<file path="config.mk">
export PLATFORM = sky130hd
export DESIGN_NAME = risc_sequencer
export DESIGN_NICKNAME = d
export VERILOG_FILES = /design/src/rtl/risc_pkg.sv /design/src/rtl/mem_wait_timer.sv /design/src/rtl/risc_sequencer.sv
export SDC_FILE = /design/constraint.sdc
export NUM_CORES = 1
export LEC_CHECK = 0
export ABC_AREA = 1
export CORE_MARGIN = 4
export CORE_UTILIZATION = 46
export DETAILED_ROUTE_END_ITERATION = 10
export PLACE_DENSITY = 0.85
export SLEW_MARGIN = 15
export SYNTH_ARGS = -nofsm -noshare
export SYNTH_HDL_FRONTEND = slang
export SYNTH_SLANG_ARGS = --single-unit
</file>
<file path="constraint.sdc">
create_clock -name clk -period 1.5 [get_ports clk]
set_input_delay 0.45 -clock clk [delete_from_list [all_inputs] [get_ports clk]]
set_output_delay 0.45 -clock clk [all_outputs]
set_load 0.02 [all_outputs]
</file>
<file path="src/rtl/risc_pkg.sv">
// risc_pkg: constants shared by the RISC control path.
// Holds the sequencer state codes, the PC-source and counter-selector
// encodings, the "no branch" code and the opcode/funct values that the
// control decoder matches. Also holds pc_select(), the PC-source priority
// rule that is applied in the WB step.
package risc_pkg;

  // Sequencer states. Plain constants keep the encoding visible to the
  // legacy tools that probe the state register.
  typedef logic [2:0] state_t;
  localparam state_t S_IDLE   = 3'd0;
  localparam state_t S_FETCH  = 3'd1;
  localparam state_t S_DECODE = 3'd2;
  localparam state_t S_EXEC   = 3'd3;
  localparam state_t S_MEM    = 3'd4;
  localparam state_t S_WB     = 3'd5;
  localparam state_t S_ERR    = 3'd6;

  // pc_sel encodings driven to the PC mux
  localparam logic [1:0] PCSEL_SEQ    = 2'b00;
  localparam logic [1:0] PCSEL_JUMP   = 2'b01;
  localparam logic [1:0] PCSEL_REG    = 2'b10;
  localparam logic [1:0] PCSEL_BRANCH = 2'b11;

  // Decoder counter_selector encodings
  localparam logic [1:0] CSEL_SEQ  = 2'b00;
  localparam logic [1:0] CSEL_JUMP = 2'b01;
  localparam logic [1:0] CSEL_REG  = 2'b10;

  // Decoder branch codes
  localparam logic [3:0] BR_NONE = 4'b1001;
  localparam logic [3:0] BR_EQ   = 4'b0001;
  localparam logic [3:0] BR_NE   = 4'b0010;

  // Opcode / funct values recognised by the control decoder
  localparam logic [5:0] OP_RTYPE = 6'h00;
  localparam logic [5:0] OP_J     = 6'h02;
  localparam logic [5:0] OP_JAL   = 6'h03;
  localparam logic [5:0] OP_BEQ   = 6'h04;
  localparam logic [5:0] OP_BNE   = 6'h05;
  localparam logic [5:0] OP_LW    = 6'h23;
  localparam logic [5:0] OP_SW    = 6'h2B;
  localparam logic [5:0] FN_ADD   = 6'h20;
  localparam logic [5:0] FN_SUB   = 6'h22;
  localparam logic [5:0] FN_JR    = 6'h08;

  // Decoder outputs captured at the end of DECODE
  typedef struct packed {
    logic       reg_write;
    logic       data_read;
    logic       data_write;
    logic [3:0] branch_type;
    logic [1:0] counter_selector;
  } dec_ctrl_t;

  // Explicit jumps outrank a taken conditional branch.
  function automatic logic [1:0] pc_select(input logic [1:0] csel,
                                           input logic [3:0] br_type,
                                           input logic       taken);
    logic [1:0] sel;
    sel = PCSEL_SEQ;
    if (csel == CSEL_JUMP)
      sel = PCSEL_JUMP;
    else if (csel == CSEL_REG)
      sel = PCSEL_REG;
    else if ((br_type != BR_NONE) && taken)
      sel = PCSEL_BRANCH;
    return sel;
  endfunction

endpackage

</file>
<file path="src/rtl/mem_wait_timer.sv">
// mem_wait_timer: counts cycles spent waiting for a memory acknowledge.
// Ports:
//   clk, rst_n  clock and asynchronous active-low reset
//   clear_i     restart the count from zero (wins over count_i)
//   count_i     one more cycle passed without an acknowledge
//   expire_o    count has reached TIMEOUT-1
module mem_wait_timer #(
  parameter int TIMEOUT = 16
) (
  input  logic clk,
  input  logic rst_n,
  input  logic clear_i,
  input  logic count_i,
  output logic expire_o
);

  localparam int CW = $clog2(TIMEOUT);
  localparam logic [CW-1:0] LAST = CW'(TIMEOUT - 1);

  logic [CW-1:0] cnt_q, cnt_d;

  // Holds at LAST so the counter never wraps while the owner reacts.
  always_comb begin
    cnt_d = cnt_q;
    if (clear_i)
      cnt_d = '0;
    else if (count_i && !expire_o)
      cnt_d = cnt_q + 1'b1;
  end

  always_ff @(posedge clk or negedge rst_n) begin
    if (!rst_n)
      cnt_q <= '0;
    else
      cnt_q <= cnt_d;
  end

  assign expire_o = (cnt_q == LAST);

endmodule

</file>
<file path="src/rtl/risc_sequencer.sv">
// risc_sequencer: multi-cycle FETCH/DECODE/EXEC/MEM/WB sequencer.
// Ports:
//   clk, rst_n           clock, asynchronous active-low reset
//   start, halt_req      run control (start only in IDLE, halt only in WB)
//   imem_req/imem_ack    instruction fetch handshake; ir_load strobe
//   dec_*                control-decoder outputs, captured at end of DECODE
//   branch_taken         flag-unit condition, used live in WB
//   dmem_req/we/ack      data memory handshake
//   reg_we, pc_en, pc_sel  writeback strobes and PC source
//   busy, bus_err        status; bus_err is sticky until reset
//   retired              count of completed instructions (wraps)
module risc_sequencer
  import risc_pkg::*;
#(
  parameter int TIMEOUT = 16,
  parameter int CNT_W   = 32
) (
  input  logic             clk,
  input  logic             rst_n,
  input  logic             start,
  input  logic             halt_req,
  output logic             imem_req,
  input  logic             imem_ack,
  output logic             ir_load,
  input  logic             dec_reg_write,
  input  logic             dec_data_read,
  input  logic             dec_data_write,
  input  logic [3:0]       dec_branch_type,
  input  logic [1:0]       dec_counter_selector,
  input  logic             branch_taken,
  output logic             dmem_req,
  output logic             dmem_we,
  input  logic             dmem_ack,
  output logic             reg_we,
  output logic             pc_en,
  output logic [1:0]       pc_sel,
  output logic             busy,
  output logic             bus_err,
  output logic [CNT_W-1:0] retired
);

  state_t           state_q, state_d;
  dec_ctrl_t        ctrl_q, ctrl_d;
  logic [CNT_W-1:0] retired_q, retired_d;
  logic             imem_req_q, dmem_req_q, dmem_we_q;
  logic             tmr_clear, tmr_count, tmr_expire;

  // An ack in the expiry cycle is checked first, so it wins over the timeout.
  always_comb begin
    state_d = state_q;
    case (state_q)
      S_IDLE:   if (start) state_d = S_FETCH;
      S_FETCH:  if (imem_ack) state_d = S_DECODE;
                else if (tmr_expire) state_d = S_ERR;
      S_DECODE: state_d = S_EXEC;
      S_EXEC:   state_d = (ctrl_q.data_read || ctrl_q.data_write) ? S_MEM : S_WB;
      S_MEM:    if (dmem_ack) state_d = S_WB;
                else if (tmr_expire) state_d = S_ERR;
      S_WB:     state_d = halt_req ? S_IDLE : S_FETCH;
      S_ERR:    state_d = S_ERR;
      default:  state_d = S_IDLE;
    endcase
  end

  // One timer serves both wait states; it restarts on every entry.
  assign tmr_clear = ((state_d == S_FETCH) || (state_d == S_MEM)) && (state_d != state_q);
  assign tmr_count = ((state_q == S_FETCH) && !imem_ack) ||
                     ((state_q == S_MEM)   && !dmem_ack);

  mem_wait_timer #(.TIMEOUT(TIMEOUT)) u_timer (
    .clk      (clk),
    .rst_n    (rst_n),
    .clear_i  (tmr_clear),
    .count_i  (tmr_count),
    .expire_o (tmr_expire)
  );

  always_comb begin
    ctrl_d = ctrl_q;
    if (state_q == S_DECODE)
      ctrl_d = '{reg_write:        dec_reg_write,
                 data_read:        dec_data_read,
                 data_write:       dec_data_write,
                 branch_type:      dec_branch_type,
                 counter_selector: dec_counter_selector};
  end

  always_comb begin
    retired_d = retired_q;
    if (state_q == S_WB)
      retired_d = retired_q + 1'b1;
  end

  // Requests are flops that track the next state, so they rise on the first
  // wait cycle and fall right after the ack. A load wins over a store.
  always_ff @(posedge clk or negedge rst_n) begin
    if (!rst_n) begin
      state_q    <= S_IDLE;
      ctrl_q     <= '0;
      retired_q  <= '0;
      imem_req_q <= 1'b0;
      dmem_req_q <= 1'b0;
      dmem_we_q  <= 1'b0;
    end else begin
      state_q    <= state_d;
      ctrl_q     <= ctrl_d;
      retired_q  <= retired_d;
      imem_req_q <= (state_d == S_FETCH);
      dmem_req_q <= (state_d == S_MEM);
      dmem_we_q  <= (state_d == S_MEM) && ctrl_q.data_write && !ctrl_q.data_read;
    end
  end

  assign imem_req = imem_req_q;
  assign dmem_req = dmem_req_q;
  assign dmem_we  = dmem_we_q;
  assign ir_load  = (state_q == S_FETCH) && imem_ack;
  assign reg_we   = (state_q == S_WB) && ctrl_q.reg_write;
  assign pc_en    = (state_q == S_WB);
  assign pc_sel   = (state_q == S_WB)
                    ? pc_select(ctrl_q.counter_selector, ctrl_q.branch_type, branch_taken)
                    : PCSEL_SEQ;
  assign busy     = (state_q != S_IDLE) && (state_q != S_ERR);
  assign bus_err  = (state_q == S_ERR);
  assign retired  = retired_q;

endmodule

</file>
==> out/results.ini <==
[synth]
netlist_area_mm2=0.00276
syn_inst=346
avgSynthCellArea_um2=7.97
seq_area_frac_synth_pct=46.3
ys_warn_count=0
yosys.cell_types.count=25
ys_ff_latch=51
syn_nets=364

[clocking]
clkTransAtPathRegs_ns=0.09
cts_root_buf=clkbuf_8
cts.sinks=51
clk-insertion-delay-late_ns=0.30
h-tree-depth=2
cts_buffers=5
cts_buffer_depth=2
cts_tree=built

[die]
die_h_um=85.4
rows=27
die_w_um=85.4
die-area_mm2=0.00730
core-area_mm2=0.00568
ios=58
start_util_pct=48.6

[timing]
fmax_ghz=0.550
skew_ns=0.0104
worst_pin_slew_ns=0.272
setup_ws_ns=-0.317
hold_viol_final=0
maxSlewHeadroom_pct=81.8
tns_ns=-7.10
fin_crit_ns=1.82
rsz0062_at_grt=true
finalSetupViolCount=37
final.period_utilization_pct=121
slew_violations=0

[place]
place_inst=531
portBuffers=57
place_hpwl_um=5450
place_congestion=0.947

[power_and_ir_drop]
ir_worst_vdd_uv=1090
finalPower_w=0.00551
powerDensity_mw_per_mm2=1250
power.static_leakage_nw=2.25

[layout]
layout_common_cells=buf_4, nand2_1, dfrtp_1, nor2_1, inv_1
layoutNonFillerInstCount=564
drive_above_1_share_pct=39.8
final_util_pct=77.9
final_common_cell=buf_4
nets=509
syn2layout_area_growth_pct=60.3
diodes=0

[worst_setup_path]
startpoint_type=flip-flop
crit_start=state_q[1]
critical-path-max-stage-delay_ns=0.43
cp_top_family=simple AND/OR/NAND/NOR gates
cp.arrival_ns=2.00
critPathBufInv=4
cp_slowest_cell=dfrtp_1
path_cells=buf_4 > buf_6 > buf_6 > nor2_4 > nand2_1 > nand2_2 > nor2_4 > nand2_2 > inv_2 > nor2_2 > nand2_2 > nand2_4 > a21oi_1
cp.required_ns=1.68
reg2reg_from=state_q[1]
critPathMostFrequentCell=nand2_2
end_kind=flip-flop
crit_path_max_fanout=5
crit_type=reg -> reg

[route]
route.detailed.drc=0
route.vias.total=2824
drt-vias-per-instance=5.01
postRouteWirelength_um=8010
drtIter0Drc=173
postRouteAntennaNets=0
wire_per_inst_um=14.2
drtPass1Iterations=4

[grt]
grt_usage_pct=20.0
grt_pass1_wl_um=11900
grt_max_degree=52
grt_pass1_vias=2761
antenna_found_initial=0
gr-total-overflow=0

[hold_path]
hold_path.class=in -> async

[outcome]
status=finished with violations
violations=negative setup slack

[job]
cap_violations=0

logic make-up (layout without fill, tap and decap cells):
group / Yosys count / after routing / synth area share, %
adder cells (fa/ha/maj): 2 / 2 / 0.907
flip-flops: 51 / 51 / 46.3
AO/OA/AOI/OAI: 14 / 14 / 2.77
XOR/XNOR: 30 / 30 / 9.52
AND/OR/NAND/NOR: 194 / 194 / 31.8
multiplexers: 4 / 4 / 1.63
buffers and inverters: 51 / 197 / 7.07
per-stage QoR:
step                      setup WS [ns]  area, um^2  hold slack [ns]
after floorplan                 -0.0121        2820            0.154
after global placement            -1.01        3910            0.457
after detailed placement          -1.02        3910            0.463
after CTS                        -0.297        4100            0.134
after global routing             -0.406        4420            0.137
final                            -0.317        4420            0.123
routing by layer:
metal	GRT usage (%)	share of wire (%)	vias to the layer above
met3	4.08	4.8	22
met2	36.8	55	100
met4	7.91	2.6	0
li1	-	-	1368
met1	22.4	38	1334
met5	0	0	-
sequential cells by signal, summed over array words and instances, names as in the netlist:
register and flops:
retired 32, ctrl_q 9, u_timer.cnt_q 4, state_q 3, dmem_req 1, dmem_we 1, imem_req 1
Yosys cell counts:
cell | number | area share (%)
a211oi_1 | 1 | 0.27
a21oi_1 | 9 | 1.6
a41oi_1 | 1 | 0.32
and3_1 | 1 | 0.23
buf_2 | 3 | 0.54
dfrtp_1 | 51 | 46
ha_1 | 2 | 0.91
inv_1 | 45 | 6.1
inv_2 | 3 | 0.41
mux2_2 | 4 | 1.6
nand2_1 | 83 | 11
nand2_2 | 3 | 0.68
nand3_1 | 19 | 3.4
nand3_4 | 2 | 1.3
nand3b_1 | 3 | 0.82
nand4_1 | 12 | 2.7
nor2_1 | 55 | 7.5
nor2_2 | 3 | 0.68
nor2_4 | 2 | 0.82
nor3_1 | 10 | 1.8
nor3_4 | 1 | 0.59
o21ai_0 | 2 | 0.36
o21ai_1 | 1 | 0.18
xnor2_1 | 10 | 3.2
xor2_1 | 20 | 6.3
what timing repair did:
action,in CTS,in global routing
pin swaps,8,27
setup buffers,4,21
resized for setup,119,77
hold buffers,0,0
cloned,0,0
endpoints found under the setup margin,70,63
power breakdown:
group          internal, W  switching (W)
Clock             0.000422       0.000441
Combinational      0.00129        0.00147
Sequential         0.00166       0.000233
Total              0.00337        0.00214
area by class of cell:
type	count	area (um^2)
clock buffers	8	100
flip-flops and latches	51	1290
fillers	370	1250
repair buffers	141	1210
well taps	72	90.1
inverters	48	185
multi-input cells	244	1550
final timing paths:
path / endpoint / slack [ns] / cells past startpoint
setup / recovery: u_timer.cnt_q[3] / -0.32 / 13
hold / removal: retired[12] / 0.12 / 2
setup reg to reg: u_timer.cnt_q[3] / -0.32 / 13
hold reg to reg: dmem_we / 0.47 / 1
max in group asynchronous: state_q[2] / 1.14 / 2
min in group clk: dmem_we / 0.47 / 1
(Power assumes the default switching activity.)
